**config.mk**
```make
export PLATFORM = sky130hd
export DESIGN_NAME = evaluate_poly_gf32
export DESIGN_NICKNAME = d
export VERILOG_FILES = /design/src/rtl/evaluate_poly_gf32.sv
export SDC_FILE = /design/constraint.sdc
export NUM_CORES = 1
export LEC_CHECK = 0
export BUFFER_PORTS_ARGS = -buffer_cell sky130_fd_sc_hd__buf_2
export CORE_MARGIN = 5
export CORE_UTILIZATION = 55
export CTS_CLUSTER_DIAMETER = 50
export CTS_CLUSTER_SIZE = 8
export DETAILED_ROUTE_END_ITERATION = 8
export GPL_TIMING_DRIVEN = 0
export PLACE_DENSITY = 0.91
export SYNTH_ARGS = -nofsm -noshare
export SYNTH_HDL_FRONTEND = slang
export SYNTH_SLANG_ARGS = --single-unit
```
**constraint.sdc**
```tcl
create_clock -name i_clk -period 6.5 [get_ports i_clk]
set_input_delay 0.975 -clock i_clk [delete_from_list [all_inputs] [get_ports i_clk]]
set_output_delay 0.975 -clock i_clk [all_outputs]
set_load 0.02 [all_outputs]
```
**src/rtl/evaluate_poly_gf32.sv**
```systemverilog
// evaluate_poly_gf32
// Evaluates a GF256-coefficient polynomial at T points of GF(2^32) with
// Horner's rule. The coefficients are read from an external memory with one
// cycle of read latency. The multiplications are handed to an external
// GF(2^32) multiplier through a start/done handshake.
// Optional feature macro: EVALUATE_FIRST_MUL_SKIP_EN. When it is defined, the
// leading coefficient is loaded straight into the accumulator, so its
// multiplication by zero is skipped. The results are the same in both builds.
module evaluate_poly_gf32 #(
  parameter int T      = 3,
  parameter int N_COEF = 230,
  localparam int AW    = (N_COEF > 1) ? $clog2(N_COEF) : 1
) (
  input  logic            i_clk,
  input  logic            i_rst,
  input  logic            i_start,
  input  logic [32*T-1:0] i_r_eps,
  output logic [AW-1:0]   o_q_s_addr,
  output logic            o_q_s_rd,
  input  logic [7:0]      i_q_s,
  output logic            o_start_mul32,
  output logic [31:0]     o_x_mul32,
  output logic [31:0]     o_y_mul32,
  input  logic [31:0]     i_o_mul32,
  input  logic            i_done_mul32,
  output logic [32*T-1:0] o_evaluate_out,
  output logic            o_busy,
  output logic            o_done
);

  localparam int JW = (T > 1) ? $clog2(T) : 1;
  localparam logic [AW-1:0] LAST_IDX = AW'(N_COEF - 1);
  localparam logic [JW-1:0] LAST_J   = JW'(T - 1);

  typedef enum logic [2:0] {
    IDLE      = 3'd0,
    RD        = 3'd1,
    RD_WAIT   = 3'd2,
    MUL_START = 3'd3,
    MUL_WAIT  = 3'd4,
    NEXT      = 3'd5,
    DONE      = 3'd6
  } state_t;

  state_t            state_reg, state_next;
  logic [31:0]       acc_reg;
  logic [7:0]        coef_reg;
  logic [AW-1:0]     idx_reg;
  logic [JW-1:0]     j_reg;
  logic [32*T-1:0]   r_eps_reg;
  logic [32*T-1:0]   eval_out_reg;
  logic              last_idx;
  logic              last_point;

  assign last_idx   = (idx_reg == LAST_IDX);
  assign last_point = (j_reg == LAST_J);

  // State register; reset wins over everything, including a start
  always_ff @(posedge i_clk) begin
    if (i_rst) state_reg <= IDLE;
    else       state_reg <= state_next;
  end

  // Next-state logic: read, multiply-accumulate, then step coefficient or point
  always_comb begin
    state_next = state_reg;
    case (state_reg)
      IDLE:      if (i_start) state_next = RD;
      RD:        state_next = RD_WAIT;
`ifdef EVALUATE_FIRST_MUL_SKIP_EN
      RD_WAIT:   state_next = last_idx ? NEXT : MUL_START;
`else
      RD_WAIT:   state_next = MUL_START;
`endif
      MUL_START: state_next = MUL_WAIT;
      MUL_WAIT:  if (i_done_mul32) state_next = NEXT;
      NEXT: begin
        if (idx_reg != '0)   state_next = RD;
        else if (!last_point) state_next = RD;
        else                  state_next = DONE;
      end
      DONE:      state_next = IDLE;
      default:   state_next = IDLE;
    endcase
  end

  // Output decode: single-cycle strobes derived purely from the current state
  always_comb begin
    o_q_s_rd      = 1'b0;
    o_start_mul32 = 1'b0;
    o_done        = 1'b0;
    o_busy        = 1'b0;
    case (state_reg)
      RD:        begin o_q_s_rd = 1'b1;      o_busy = 1'b1; end
      RD_WAIT:   o_busy = 1'b1;
      MUL_START: begin o_start_mul32 = 1'b1; o_busy = 1'b1; end
      MUL_WAIT:  o_busy = 1'b1;
      NEXT:      o_busy = 1'b1;
      DONE:      o_done = 1'b1;
      default:   ;
    endcase
  end

  // Datapath: latch points, accumulate Horner terms, store per-point results
  always_ff @(posedge i_clk) begin
    if (i_rst) begin
      acc_reg      <= '0;
      coef_reg     <= '0;
      idx_reg      <= '0;
      j_reg        <= '0;
      r_eps_reg    <= '0;
      eval_out_reg <= '0;
    end else begin
      case (state_reg)
        IDLE: begin
          if (i_start) begin
            acc_reg      <= '0;
            eval_out_reg <= '0;
            idx_reg      <= LAST_IDX;
            j_reg        <= '0;
            r_eps_reg    <= i_r_eps;
          end
        end
        RD_WAIT: begin
          coef_reg <= i_q_s;
`ifdef EVALUATE_FIRST_MUL_SKIP_EN
          // Leading term: 0*r ^ c equals c, so load it directly
          if (last_idx) acc_reg <= {24'b0, i_q_s};
`endif
        end
        MUL_WAIT: begin
          if (i_done_mul32) acc_reg <= i_o_mul32 ^ {24'b0, coef_reg};
        end
        NEXT: begin
          if (idx_reg != '0) begin
            idx_reg <= idx_reg - 1'b1;
          end else begin
            eval_out_reg[32*j_reg +: 32] <= acc_reg;
            if (!last_point) begin
              j_reg   <= j_reg + 1'b1;
              acc_reg <= '0;
              idx_reg <= LAST_IDX;
            end
          end
        end
        default: ;
      endcase
    end
  end

  // The multiplier operands come straight from registers, so they stay stable
  // for the whole MUL_WAIT period
  assign o_q_s_addr     = idx_reg;
  assign o_x_mul32      = acc_reg;
  assign o_y_mul32      = r_eps_reg[32*j_reg +: 32];
  assign o_evaluate_out = eval_out_reg;

endmodule

```
# Word-level counts from Yosys, hierarchy flattened
# Cells that the tools add are included.
classes:
  shifts: 3
  bitwise_logic: 1
  muxes: 26
  eq_ne: 12
  reduce_logical: 11
  n_addsub: 3
op_table:
  columns: ["operator", "count"]
  rows:
  - ["$mux 96", 2]
  - ["$pmux 96 s2", 1]
  - ["$mux 32", 4]
  - ["$bwmux 96", 1]
  - ["$pmux 32 s3", 1]
  - ["$shift 32x34->96 const A", 1]
  - ["$shiftx 32x34->96", 1]
  - ["$shiftx 96x8->32", 1]
  - ["$neg 7->34", 1]
  - ["$xor 32x8->32", 1]
  - ["$mux 8", 3]
  - ["$pmux 3 s6", 1]
  - ["$pmux 8 s2", 1]
  - ["$mux 3", 4]
  - ["$eq 3x3->1 const B", 3]
  - ["$ne 2x2->1 const B", 4]
  - ["$reduce_bool 8->1", 1]
  - ["$sub 8x1->8 const B", 1]
  - ["$eq 3x2->1 const B", 2]
  - ["$mux 2", 3]
  - ["$reduce_and 3->1", 2]
  - ["$reduce_and 5->1", 1]
  - ["$reduce_or 5->1", 1]
  - ["$mux 1", 4]
  - ["other kinds (10)", 11]
word_totals:
  output_inout_bits: 172
  elab_cells: 63
  ff_bits: 245
  in_bits: 140

# Logic depth before layout (Yosys ltp)
logic_depth:
  ltp_word: 5
  mapped_depth: 8
  ltp_nobuf: 6

# Worst setup path before layout
# OpenSTA, ideal clock, no wires.
synth_path:
  path_kind: "register to output"
  from: "register j_reg[0]"
  to: "output port o_y_mul32[10]"
  arrival_time_ps: 1696
  path_stages_with_launch: 5
  n_path_buf: 2
  path_slack_ps: 3829
  required_ps: 5525
  path_cell_list: "dfxtp_1 -> clkbuf_1 -> buf_1 -> mux2i_1 -> o21ai_0"
synth_via:
  elab_chain_len: 1
synth_lines:
  columns: ["item", "line_no", "text"]
  rows:
  - ["start, declared", "49", "logic [JW-1:0] j_reg;"]
  - ["start signal, assigned", "140", "j_reg <= j_reg + 1'b1;"]
  - ["$shiftx 96x8->32", "155", "assign o_y_mul32 = r_eps_reg[32*j_reg +: 32];"]
  - ["end, declared", "23", "output logic [31:0] o_y_mul32,"]
# Every way passes these cells.

# Worst setup path after layout
layout_path:
  from: "register j_reg[0]"
  to: "output port o_y_mul32[31]"
# The elaborated chain is that of the path after synthesis.

==> results by group <==
Die
  • Die height: 149.5 um
  • Core Box Area: 19,330 um2
  • I/O pin count: around 310
  • Full die area: 22,350 um2
  • Die X-Extent: 149.5 um
  • Initial core utilization: 55.35%
  • Placement row count: 51

Timing
  • Number of hold violations in the final report: 0
  • RSZ-0062 raised after global routing: false
  • Sum of negative setup slack: 0 ns
  • Setup slack of the critical path after layout: between 2 and 3 ns
  • Worst hold margin: 0.4521 ns
  • Highest clock rate: 274.3 MHz
  • Rel. slew slack: roughly 48%
  • Final Setup Violations: 0
  • Number of pins exceeding their max-slew limit in the final report: 0
  • Slew of the pin with the lowest slew margin: 0.7765 ns
  • Ratio of final minimum period to clock period: between 50% and 60%
  • Period minus WS final: 3.645 ns
  • Worst setup skew after layout: ~0.022 ns

Place
  • Placed standard-cell area: 12,590 um2
  • Worst setup slack after placement: about 3.3 ns
  • RD Place Congestion: slightly below 0.9
  • Number of buffers added on ports: 310
  • HPWL Detailed: 26,100 um

Finish
  • Final-stage net count: 1,676
  • Area added between synthesis and finish: 27.33%
  • Layout cell share with drive strength beyond 1: 28.15%
  • Final cell area excluding filler cells: ~14,000 um2
  • Most common library cell in the layout ignoring fill and taps: sky130_fd_sc_hd__buf_2
  • Commonest cells after routing, fill and taps aside: 317 x sky130_fd_sc_hd__buf_2, 261 x sky130_fd_sc_hd__nand2_1, 245 x sky130_fd_sc_hd__dfxtp_1

Worst hold path
  • Hold Crit Start: r_eps_reg[27]
  • Hold crit path type: reg2reg

Yosys
  • Area of the mapped netlist: 10,700 um2
  • Compound-gate portion of the synthesized area: between 15 and 20%
  • Count of state elements after synthesis: approximately 250
  • Simple-Gate Fraction of Synth Area: 22.92%
  • Sequential element share of the synthesized area: 45.83%
  • Post-synthesis cell type with the largest combined area: sky130_fd_sc_hd__dfxtp_1
  • Average instance area after synthesis: 9.055 um2
  • Net Count, Synth: 1,327
  • Post-synth top area share: 45.83%
  • Synth warn: 0
  • Main combinational cell family by area after synthesis: simple AND/OR/NAND/NOR gates
  • Primary FF master, synth: sky130_fd_sc_hd__dfxtp_1
  • Share of cell area taken by muxes after synthesis: 10.19%
  • Number of synthesized flops with an enable pin: 0
  • Fraction of synthesis flops using an asynchronous set or reset pin: 0%
  • Cell types with the largest area share after synthesis: sky130_fd_sc_hd__dfxtp_1 46%, sky130_fd_sc_hd__nand2_1 9.2%, sky130_fd_sc_hd__o31ai_2 7.0%
  • Xor/xnor share of the synthesized area: less than 1%
  • Adder and majority cell fraction of the synthesized area: less than 1%
  • Number of distinct library cells after synthesis: 49
  • Cells after Synth: 1,182

Routing
  • Detailed-route via count: 10.56k
  • Router iterations before antenna repair: 8
  • Total wire length after detailed routing: ~37,000 um
  • Final ANT Viol Nets: 0
  • Post-DR vias/cell: 5.851
  • Drt first-iter violations: roughly 830
  • Average routed wire per standard cell: 20.39 um
  • DRC Markers: 0

CTS
  • Number of sinks driven by the clock tree: between 200 and 250
  • Number of buffers added to fix hold violations after cts: 0
  • CTS buffer count: 37
  • Clock-pin slew reported for the worst setup and hold paths after clock tree synthesis: 0.05 ns
  • PostCTS Resize Cnt: 0
  • TritonCTS clock tree: built
  • Clock tree buffer depth: 3
  • Total number of H-tree levels: 2
  • Root buffer cell: sky130_fd_sc_hd__clkbuf_16
  • Setup bufs post-CTS: 0
  • Clk Latency, worst-skew pair: 0.52 ns

Worst setup path
  • Worst setup path class: reg2out
  • Worst setup path startpoint: j_reg[0]
  • WP data arrival: 2.67 ns
  • Start of the worst register-to-register path: j_reg[0]
  • Worst-path maximum fanout: 10
  • Category of the worst setup path capture point: primary output
  • Critical path data required time: 5.52 ns
  • Critical path launch point type: flop

Run status
  • Status: completed

Global route
  • First-pass GRT wire length: 56,320 um
  • Number of global-route vias before repair: 10.51k
  • Total global-route track usage: about a third
  • Global-route congestion overflow total: 0
  • Initial antenna violation count: 2
  • Maximum number of pins on one net before global-route repair: 11

Job
  • Maximum capacitance violations: 0

Pwr
  • Highest ir drop seen on vdd: 0.0002386 V
  • P_leak: 5.709 nW
  • Pwr/cell area: 281.5 nW/um2
  • Power consumption: roughly 3.8 mW
[synth_stat cells (all sizes together) (2+ instances only)]
master  number
ha           5
nand3b       2
nor2b       34
nand4        6
nand3        3
nor3         3
and3b        2
nor2        54
o22ai        9
o41ai        2
and2         4
a31oi        2
xor2         8
or4b         2
o31ai       66
and4         2
clkbuf      77
nor4         2
or4          3
mux2        32
nand4b      65
dfxtp      245
buf         29
nor3b        3
nand2      261
o21ai       26
nand2b      36
inv          7
a21oi      107
mux2i       73
[worst paths after layout]
path / to / slack (ns) / depth (start not counted)
worst max-delay path: o_y_mul32[31] / 2.86 / 5
worst min-delay path: r_eps_reg[27] / 0.45 / 2
worst max register to register: o_evaluate_out[5] / 3.69 / 7
worst min register to register: r_eps_reg[27] / 0.45 / 2
[layout make-up]
| cell class | instances | area [um2] |
|---|---|---|
| Buffer | 106 | 466.7 |
| Sequential cell | 245 | 4905 |
| Fill cell | 1386 | 5707 |
| Timing Repair Buffer | 310 | 1551 |
| Inverter | 7 | 26.28 |
| Clock inverter | 4 | 71.32 |
| Clock buffer | 42 | 965.9 |
| Antenna cell | 2 | 5.005 |
| Multi-Input combinational cell | 824 | 5305 |
| Tap cell | 265 | 331.6 |
[critical path: stages, from the launching register on]
cell and delay, ns:
sky130_fd_sc_hd__dfxtp_1 0.33, sky130_fd_sc_hd__clkbuf_1 0.45, sky130_fd_sc_hd__buf_1 0.62, sky130_fd_sc_hd__mux2i_1 0.15
sky130_fd_sc_hd__o21ai_0 0.36, sky130_fd_sc_hd__buf_2 0.24
[logic make-up (layout without fill, tap and decap cells)]
logic type	count (synthesis)	after routing
adder cells (fa/ha/maj)	5	5
other	0	2
flip-flops	245	245
AO/OA/AOI/OAI	221	221
AND/OR/NAND/NOR	485	485
buffers and inverters	113	469
multiplexers	105	105
XOR/XNOR	8	8
[where the power goes]
group	switching, mW	internal [mW]
logic	0.314	0.169
clock network	0.668	1.08
registers	0.0396	1.56
total	1.02	2.82
[routing by layer]
metal,vias up,routed length (um),GRT usage [%]
li1,4785,-,-
met1,4986,13500,37.00
met2,654,17690,54.16
met3,134,3979,9.055
met4,2,1632,14.05
met5,-,11,0
[through the flow]
step | util [%] | instances
2_1_floorplan | - | 1182
3_3_place_gp | 65.09 | 1757
3_5_place_dp | 65.09 | 1757
4_1_cts | 70.46 | 1803
5_1_grt | 70.47 | 1804
6_report | 70.48 | 1805
(Power assumes the default switching activity.)
